### config.mk
export PLATFORM = sky130hd
export DESIGN_NAME = pattern_match_multi
export DESIGN_NICKNAME = d
export VERILOG_FILES = /design/src/rtl/pattern_match_multi.sv
export SDC_FILE = /design/constraint.sdc
export NUM_CORES = 2
export LEC_CHECK = 0
export ABC_AREA = 1
export BUFFER_PORTS_ARGS = -buffer_cell sky130_fd_sc_hd__buf_2
export CAP_MARGIN = 20
export CORE_MARGIN = 4
export CORE_UTILIZATION = 40
export DETAILED_ROUTE_END_ITERATION = 8
export PLACE_DENSITY = 0.59
export SLEW_MARGIN = 0
export SYNTH_ARGS = -nofsm -noshare
export SYNTH_HDL_FRONTEND = slang
export SYNTH_SLANG_ARGS = --single-unit
### constraint.sdc
create_clock -name clk -period 29.9 [get_ports clk]
set_input_delay 2.99 -clock clk [delete_from_list [all_inputs] [get_ports clk]]
set_output_delay 2.99 -clock clk [all_outputs]
set_load 0.02 [all_outputs]
### src/rtl/pattern_match_multi.sv
// NUM_PAT-entry masked word matcher: 2-stage pipeline, priority index, saturating hit counters.
// Define PATTERN_MATCH_STICKY_EN to add sticky per-entry hit flags (sticky_clr / sticky_vec).
module pattern_match_multi #(
  parameter int DATA_W  = 80,
  parameter int NUM_PAT = 4,
  parameter int CHUNK_W = 8,
  parameter int CNT_W   = 16,
  localparam int IDX_W  = (NUM_PAT > 1) ? $clog2(NUM_PAT) : 1
) (
  input  logic               clk,
  input  logic               reset,
  input  logic               cfg_we,
  input  logic [IDX_W-1:0]   cfg_idx,
  input  logic [DATA_W-1:0]  cfg_mask,
  input  logic [DATA_W-1:0]  cfg_value,
  input  logic               cfg_en,
  input  logic               in_valid,
  input  logic [DATA_W-1:0]  pattern_in,
  input  logic               cnt_clr,
  input  logic [IDX_W-1:0]   cnt_sel,
`ifdef PATTERN_MATCH_STICKY_EN
  input  logic               sticky_clr,
`endif
  output logic               match_valid,
  output logic [NUM_PAT-1:0] match_vec,
  output logic               match_any,
  output logic [IDX_W-1:0]   match_idx,
  output logic [CNT_W-1:0]   cnt_out
`ifdef PATTERN_MATCH_STICKY_EN
  ,
  output logic [NUM_PAT-1:0] sticky_vec
`endif
);

  localparam int NUM_CHUNK = (DATA_W + CHUNK_W - 1) / CHUNK_W;
  localparam int PAD_W     = NUM_CHUNK * CHUNK_W;

  logic [DATA_W-1:0] r_mask  [NUM_PAT];
  logic [DATA_W-1:0] r_value [NUM_PAT];
  logic [NUM_PAT-1:0] r_en;

  // NOTE: the pattern table is a register array, not a RAM, so it can and must be
  // cleared by reset: a disabled-all table is the only safe power-up state.
  always_ff @(posedge clk or posedge reset) begin
    if (reset) begin
      for (int k = 0; k < NUM_PAT; k++) begin
        r_mask[k]  <= '0;
        r_value[k] <= '0;
      end
      r_en <= '0;
    end else if (cfg_we) begin
      for (int k = 0; k < NUM_PAT; k++) begin
        if (cfg_idx == IDX_W'(k)) begin
          r_mask[k]  <= cfg_mask;
          r_value[k] <= cfg_value & cfg_mask;
          r_en[k]    <= cfg_en;
        end
      end
    end
  end

  // Stage 1 compare: XOR difference zero-padded to whole chunks, one equality bit per chunk.
  logic [NUM_CHUNK-1:0] w_chunk_eq [NUM_PAT];

  // NOTE: every always_comb output gets a default before any conditional or loop,
  // so no path can leave it unassigned and infer a latch.
  always_comb begin
    logic [PAD_W-1:0] w_diff;
    w_diff = '0;
    for (int k = 0; k < NUM_PAT; k++) begin
      w_chunk_eq[k] = '0;
    end
    for (int k = 0; k < NUM_PAT; k++) begin
      w_diff = PAD_W'((pattern_in & r_mask[k]) ^ r_value[k]);
      for (int c = 0; c < NUM_CHUNK; c++) begin
        w_chunk_eq[k][c] = (w_diff[c*CHUNK_W +: CHUNK_W] == '0);
      end
    end
  end

  logic                 r_s1_valid;
  logic [NUM_CHUNK-1:0] r_s1_eq [NUM_PAT];
  logic [NUM_PAT-1:0]   r_s1_en;

  // NOTE: sequential state uses non-blocking assignments only, so every register
  // samples pre-edge values regardless of block ordering.
  always_ff @(posedge clk or posedge reset) begin
    if (reset) begin
      r_s1_valid <= 1'b0;
      r_s1_en    <= '0;
      for (int k = 0; k < NUM_PAT; k++) begin
        r_s1_eq[k] <= '0;
      end
    end else begin
      r_s1_valid <= in_valid;
      if (in_valid) begin
        r_s1_eq <= w_chunk_eq;
        r_s1_en <= r_en;
      end
    end
  end

  logic [NUM_PAT-1:0] w_match;
  logic [IDX_W-1:0]   w_idx;

  always_comb begin
    w_match = '0;
    w_idx   = '0;
    for (int k = 0; k < NUM_PAT; k++) begin
      w_match[k] = r_s1_valid & r_s1_en[k] & (&r_s1_eq[k]);
    end
    for (int k = NUM_PAT - 1; k >= 0; k--) begin
      if (w_match[k]) w_idx = IDX_W'(k);
    end
  end

  logic               r_match_valid;
  logic [NUM_PAT-1:0] r_match_vec;
  logic               r_match_any;
  logic [IDX_W-1:0]   r_match_idx;
  logic [CNT_W-1:0]   r_cnt [NUM_PAT];

  always_ff @(posedge clk or posedge reset) begin
    if (reset) begin
      r_match_valid <= 1'b0;
      r_match_vec   <= '0;
      r_match_any   <= 1'b0;
      r_match_idx   <= '0;
    end else begin
      r_match_valid <= r_s1_valid;
      r_match_vec   <= w_match;
      r_match_any   <= |w_match;
      r_match_idx   <= w_idx;
    end
  end

  // Counters advance on the same edge that registers the hit; clear beats increment.
  always_ff @(posedge clk or posedge reset) begin
    if (reset) begin
      for (int k = 0; k < NUM_PAT; k++) begin
        r_cnt[k] <= '0;
      end
    end else begin
      for (int k = 0; k < NUM_PAT; k++) begin
        if (cnt_clr) begin
          r_cnt[k] <= '0;
        end else if (w_match[k] && (r_cnt[k] != '1)) begin
          r_cnt[k] <= r_cnt[k] + 1'b1;
        end
      end
    end
  end

  always_comb begin
    cnt_out = '0;
    for (int k = 0; k < NUM_PAT; k++) begin
      if (cnt_sel == IDX_W'(k)) cnt_out = r_cnt[k];
    end
  end

  assign match_valid = r_match_valid;
  assign match_vec   = r_match_vec;
  assign match_any   = r_match_any;
  assign match_idx   = r_match_idx;

`ifdef PATTERN_MATCH_STICKY_EN
  logic [NUM_PAT-1:0] r_sticky;

  // A new hit in the clearing cycle keeps its bit set.
  always_ff @(posedge clk or posedge reset) begin
    if (reset) begin
      r_sticky <= '0;
    end else begin
      r_sticky <= w_match | (r_sticky & ~{NUM_PAT{sticky_clr}});
    end
  end

  assign sticky_vec = r_sticky;
`else
  // Sticky flags are not built in this configuration.
`endif

endmodule

# --- Word level (Yosys, flattened, before mapping) ---
# Cells that the tools add are included.
totals:
  register_bits: 761
  output_inout_bits: 24
  elab_cells: 132
  in_bits: 250
classes:
  n_bitwise: 17
  muxes: 16
  reduce_logical: 59
  add_sub_neg: 4
  eq_ne: 10
op_table:
  columns: ["op", "count"]
  rows:
  - ["$and A80 B80 Y80", 5]
  - ["$logic_not A8 Y1", 40]
  - ["$xor A80 B80 Y80", 4]
  - ["$mux W16", 12]
  - ["$add A16 B1 Y16 const B", 4]
  - ["$ne A16 B16 Y1 const B", 4]
  - ["$reduce_and A10 Y1", 4]
  - ["$and A1 B1 Y1", 8]
  - ["$eq A2 B2 Y1 const B", 4]
  - ["$mux W2", 4]
  - ["$reduce_and A2 Y1", 4]
  - ["$reduce_bool A2 Y1", 4]
  - ["$eq A2 B1 Y1 const B", 2]
  - ["$logic_and A1 B1 Y1", 4]
  - ["$logic_not A2 Y1", 2]
  - ["$reduce_or A4 Y1", 1]

# --- Longest topological paths before layout ---
logic_depth:
  word_depth: 6
  depth_mapped: 9
  ltp_nobuf: 9

# --- Least setup slack after synthesis ---
# OpenSTA, ideal clock, no wires.
synth_timing:
  path_type: "input-to-output"
  start: "in cnt_sel[1]"
  end: "out cnt_out[15]"
  arrival_time_ns: 3.974
  path_buffers: 0
  path_stages: 5
  slack_ns: 22.936
  path_cell_list: "nor2_1 > clkinv_1 > o22ai_1 > a21oi_1 > o21ai_0"
synth_via:
  elab_chain_len: 5
synth_lines:
  columns: ["element", "line", "source"]
  rows:
  - ["start: declaration", "20", "input logic [IDX_W-1:0] cnt_sel,"]
  - ["$logic_not A2 Y1", "157", "if (cnt_sel == IDX_W'(k)) cnt_out = r_cnt[k];"]
  - ["$mux W16 (3 in a row)", "157", null]
  - ["$mux W16 (*)", "157", null]
  - ["end: declaration", "28", "output logic [CNT_W-1:0] cnt_out"]
# Mark *: on every way between the ends. The rest lies on a longest branch, timed or not.

# --- Final worst setup path ---
layout_timing:
  start: "in cnt_sel[1]"
  end: "out cnt_out[8]"
# Same word-level chain as after synthesis.

==> metrics.cfg <==
[route]
detail_route.wl_per_cell_um = 16.6
ant_nets = 0
num_vias = 28800
drc = 0
viasPerCell = 4.95
drt_iter0_drc = 2483
routed_wl_um = 96500
firstDrtPassIters = 9

[clocking]
post_cts_buffers = 0
cts_inserted_buffers = 85
cts.clk_slew.worst_paths_ns = 0.06
cts_num_sinks = 761
cts_hold_buf = 0
root_buffer = clkbuf_16
cts-resized-gates = 0
cts_tree = built
clock_latency_ns = 0.64
clockBufferDepth = 3
h-tree-depth = 3

[yosys]
syn_inst = 4354
async_reset_ff_share_pct = 100
syn-num-nets = 4608
yosysSeqAreaShare_pct = 53.4
yosysTopAreaCell = dfrtp_1
synth_common_cells = nand2_1 (1420), dfrtp_1 (761), o21ai_0 (514), inv_1 (382), o21ai_1 (236)
synth_top_area_share_pct = 53.4
synth_area_um2 = 35700
ys_top_cells_by_area = dfrtp_1 (53%), nand2_1 (15%), o21ai_0 (7.2%)
yosys_most_used_dff = dfrtp_1
yosysWarnings = 0
syn_area_per_cell_um2 = 8.19
synth_seq_cells = 761
synth_edf_count = 0
yosysMostFrequentCell = nand2_1
synth_cell_type_count = 33

[power]
p_clk_share_pct = 40.6
p_total_mw = 2.71
power_frac_comb_pct = 13.4
p_sw_share_pct = 27.7
leakage_nw = 20.0
power.net_switching_mw = 0.750
peakVddDrop_v = 0.0000451
internal_power_mw = 1.96
p_seq_share_pct = 45.9
powerDensity_nw_per_um2 = 66.3

[critical_path]
critPathLaunchType = input pin
required_ns = 26.91
crit_top_cell = buf_2
slowest_delay_ns = 0.39
cp_max_fo = 10
end_kind = output port
crit_slowest_cell = clkinv_1
crit_chain = buf_2 -> nor2_1 -> clkinv_1 -> o22ai_1 -> a21oi_1 -> o21ai_0 -> buf_2
r2r_setup_slack_ns = 27.73
crit_type = in -> out
arrival_ns = 4.48

[sta]
slew_violations = 0
tightest_slew_ns = 1.14
period_needed_ns = 7.47
skew_ns = 0.0239
setup_viol = 0
tns_ns = 0
final-hold-violation-count = 0
slew_headroom_pct = 24.0
post-route-period-util_pct = 25.0
fmax_ghz = 0.134
rsz0062_at_grt = false

[global_route]
grtUsageTotal_pct = 20.4
grt_pass1_wl_um = 155000
antenna_found_initial = 12
grt_max_degree = 259
grt-ovfl-total = 0
grt_pass1_vias = 27700

[cells_and_area]
drive_above_1_share_pct = 10.9
fin_area_um2 = 40900
fin_nets = 4823
syn_to_final_growth_pct = 14.7

[floorplanning]
std_cell_rows = 109
initial_core_util_pct = 40.4
die_y_um = 307
core-area_um2 = 88400
die_w_um = 307
io_pins = 274
dieArea_um2 = 94000

[outcome]
status = finished, final reports clean

[place]
gp_congestion = 0.909
port_buffers = 273
hpwl_um = 66700
placed_area_um2 = 37900

[job]
drv_cap = 0

[hold_path]
hold_class = reg -> reg

## registers in the layout, indices dropped and copies added, names as in the netlist
signal	cells
r_cnt	64
match_valid	1
match_vec	4
match_any	1
match_idx	2
r_value	320
r_s1_eq	40
r_s1_valid	1
r_en	4
r_s1_en	4
r_mask	320
## worst paths after layout
path                                       from                       end  cells after the start
setup / recovery                     cnt_sel[1]                cnt_out[8]                      7
hold / removal             r_s1_valid$_DFF_PP0_     match_valid$_DFF_PP0_                      0
setup reg to reg           r_cnt[1]$_DFFE_PP0P_      r_cnt[7]$_DFFE_PP0P_                      8
hold reg to reg            r_s1_valid$_DFF_PP0_     match_valid$_DFF_PP0_                      0
max in group asynchronous                 reset  r_value[307]$_DFFE_PP0P_                      5
min in group asynchronous                 reset   r_mask[286]$_DFFE_PP0P_                      2
## layout by cell type (no fill, tap or decap), types with 15 or more instances in the layout
cell / n
a21oi_1: 38
a31oi_1: 20
buf_2: 273
buf_4: 22
clkbuf_1: 15
clkbuf_16: 86
clkbuf_8: 26
dfrtp_1: 761
inv_1: 381
nand2_1: 1420
nand3_1: 210
nand4_1: 66
nor2_1: 204
nor3_1: 30
o21ai_0: 514
o21ai_1: 236
o21ai_2: 20
or2_2: 15
xor2_1: 206
## layout make-up
| cell class | count | area (um2) |
|---|---|---|
| inverters | 390 | 1490 |
| well taps | 1165 | 1460 |
| multi-input cells | 3034 | 14300 |
| flip-flops and latches | 761 | 19000 |
| diodes | 7 | 17.5 |
| clock inverters | 33 | 429 |
| fillers | 8758 | 47500 |
| repair buffers | 297 | 1580 |
| clock buffers | 127 | 2570 |
## per-stage QoR
stage          cells  worst slack [ns]  hold WS [ns]  utilization, %
6_report        5814             22.43         0.462            46.3
5_1_grt         5808             22.24         0.483            46.3
4_1_cts         5806             22.50         0.474            46.2
3_5_place_dp    5646             22.50         0.453            42.8
3_3_place_gp    5646             22.53         0.455            42.8
2_1_floorplan   4354              5.55         0.413               -
## power by group through the flow
stage	combinational [mW]	clock, mW	sequential, mW
floorplan	0.264	0	1.25
global placement	0.362	0	1.26
detailed placement	0.369	0	1.26
CTS	0.371	1.13	1.25
global route	0.425	1.18	1.26
finish	0.364	1.10	1.25
## metal layers
layer | GRT usage, % | vias up | wire length, um
li1 | - | 14400 | -
met1 | 28.6 | 13600 | 44400
met2 | 33.4 | 596 | 44800
met3 | 3.06 | 145 | 4800
met4 | 5.44 | 10 | 2430
met5 | 0 | - | 68
## worst max-delay path: cells and delay by family
| kind | cells | cell delay (ns) |
|---|---|---|
| compound gates | 3 | 0.42 |
| buf+inv | 3 | 0.70 |
| simple gates | 1 | 0.36 |
## kinds of logic (layout without fill, tap and decap cells)
logic type / Yosys count / after routing / synth area share, %
AOI/OAI and AO/OA: 843 / 843 / 12.2
xor gates and xnor gates: 211 / 211 / 5.18
adders and majority gates: 4 / 4 / 0.140
buffers and inverters: 559 / 847 / 6.53
DFF: 761 / 761 / 53.4
muxes: 1 / 1 / 0.0316
other: 0 / 7 / 0
and+or+nand+nor: 1975 / 1975 / 22.5
Power figures use the tool's default switching activity.
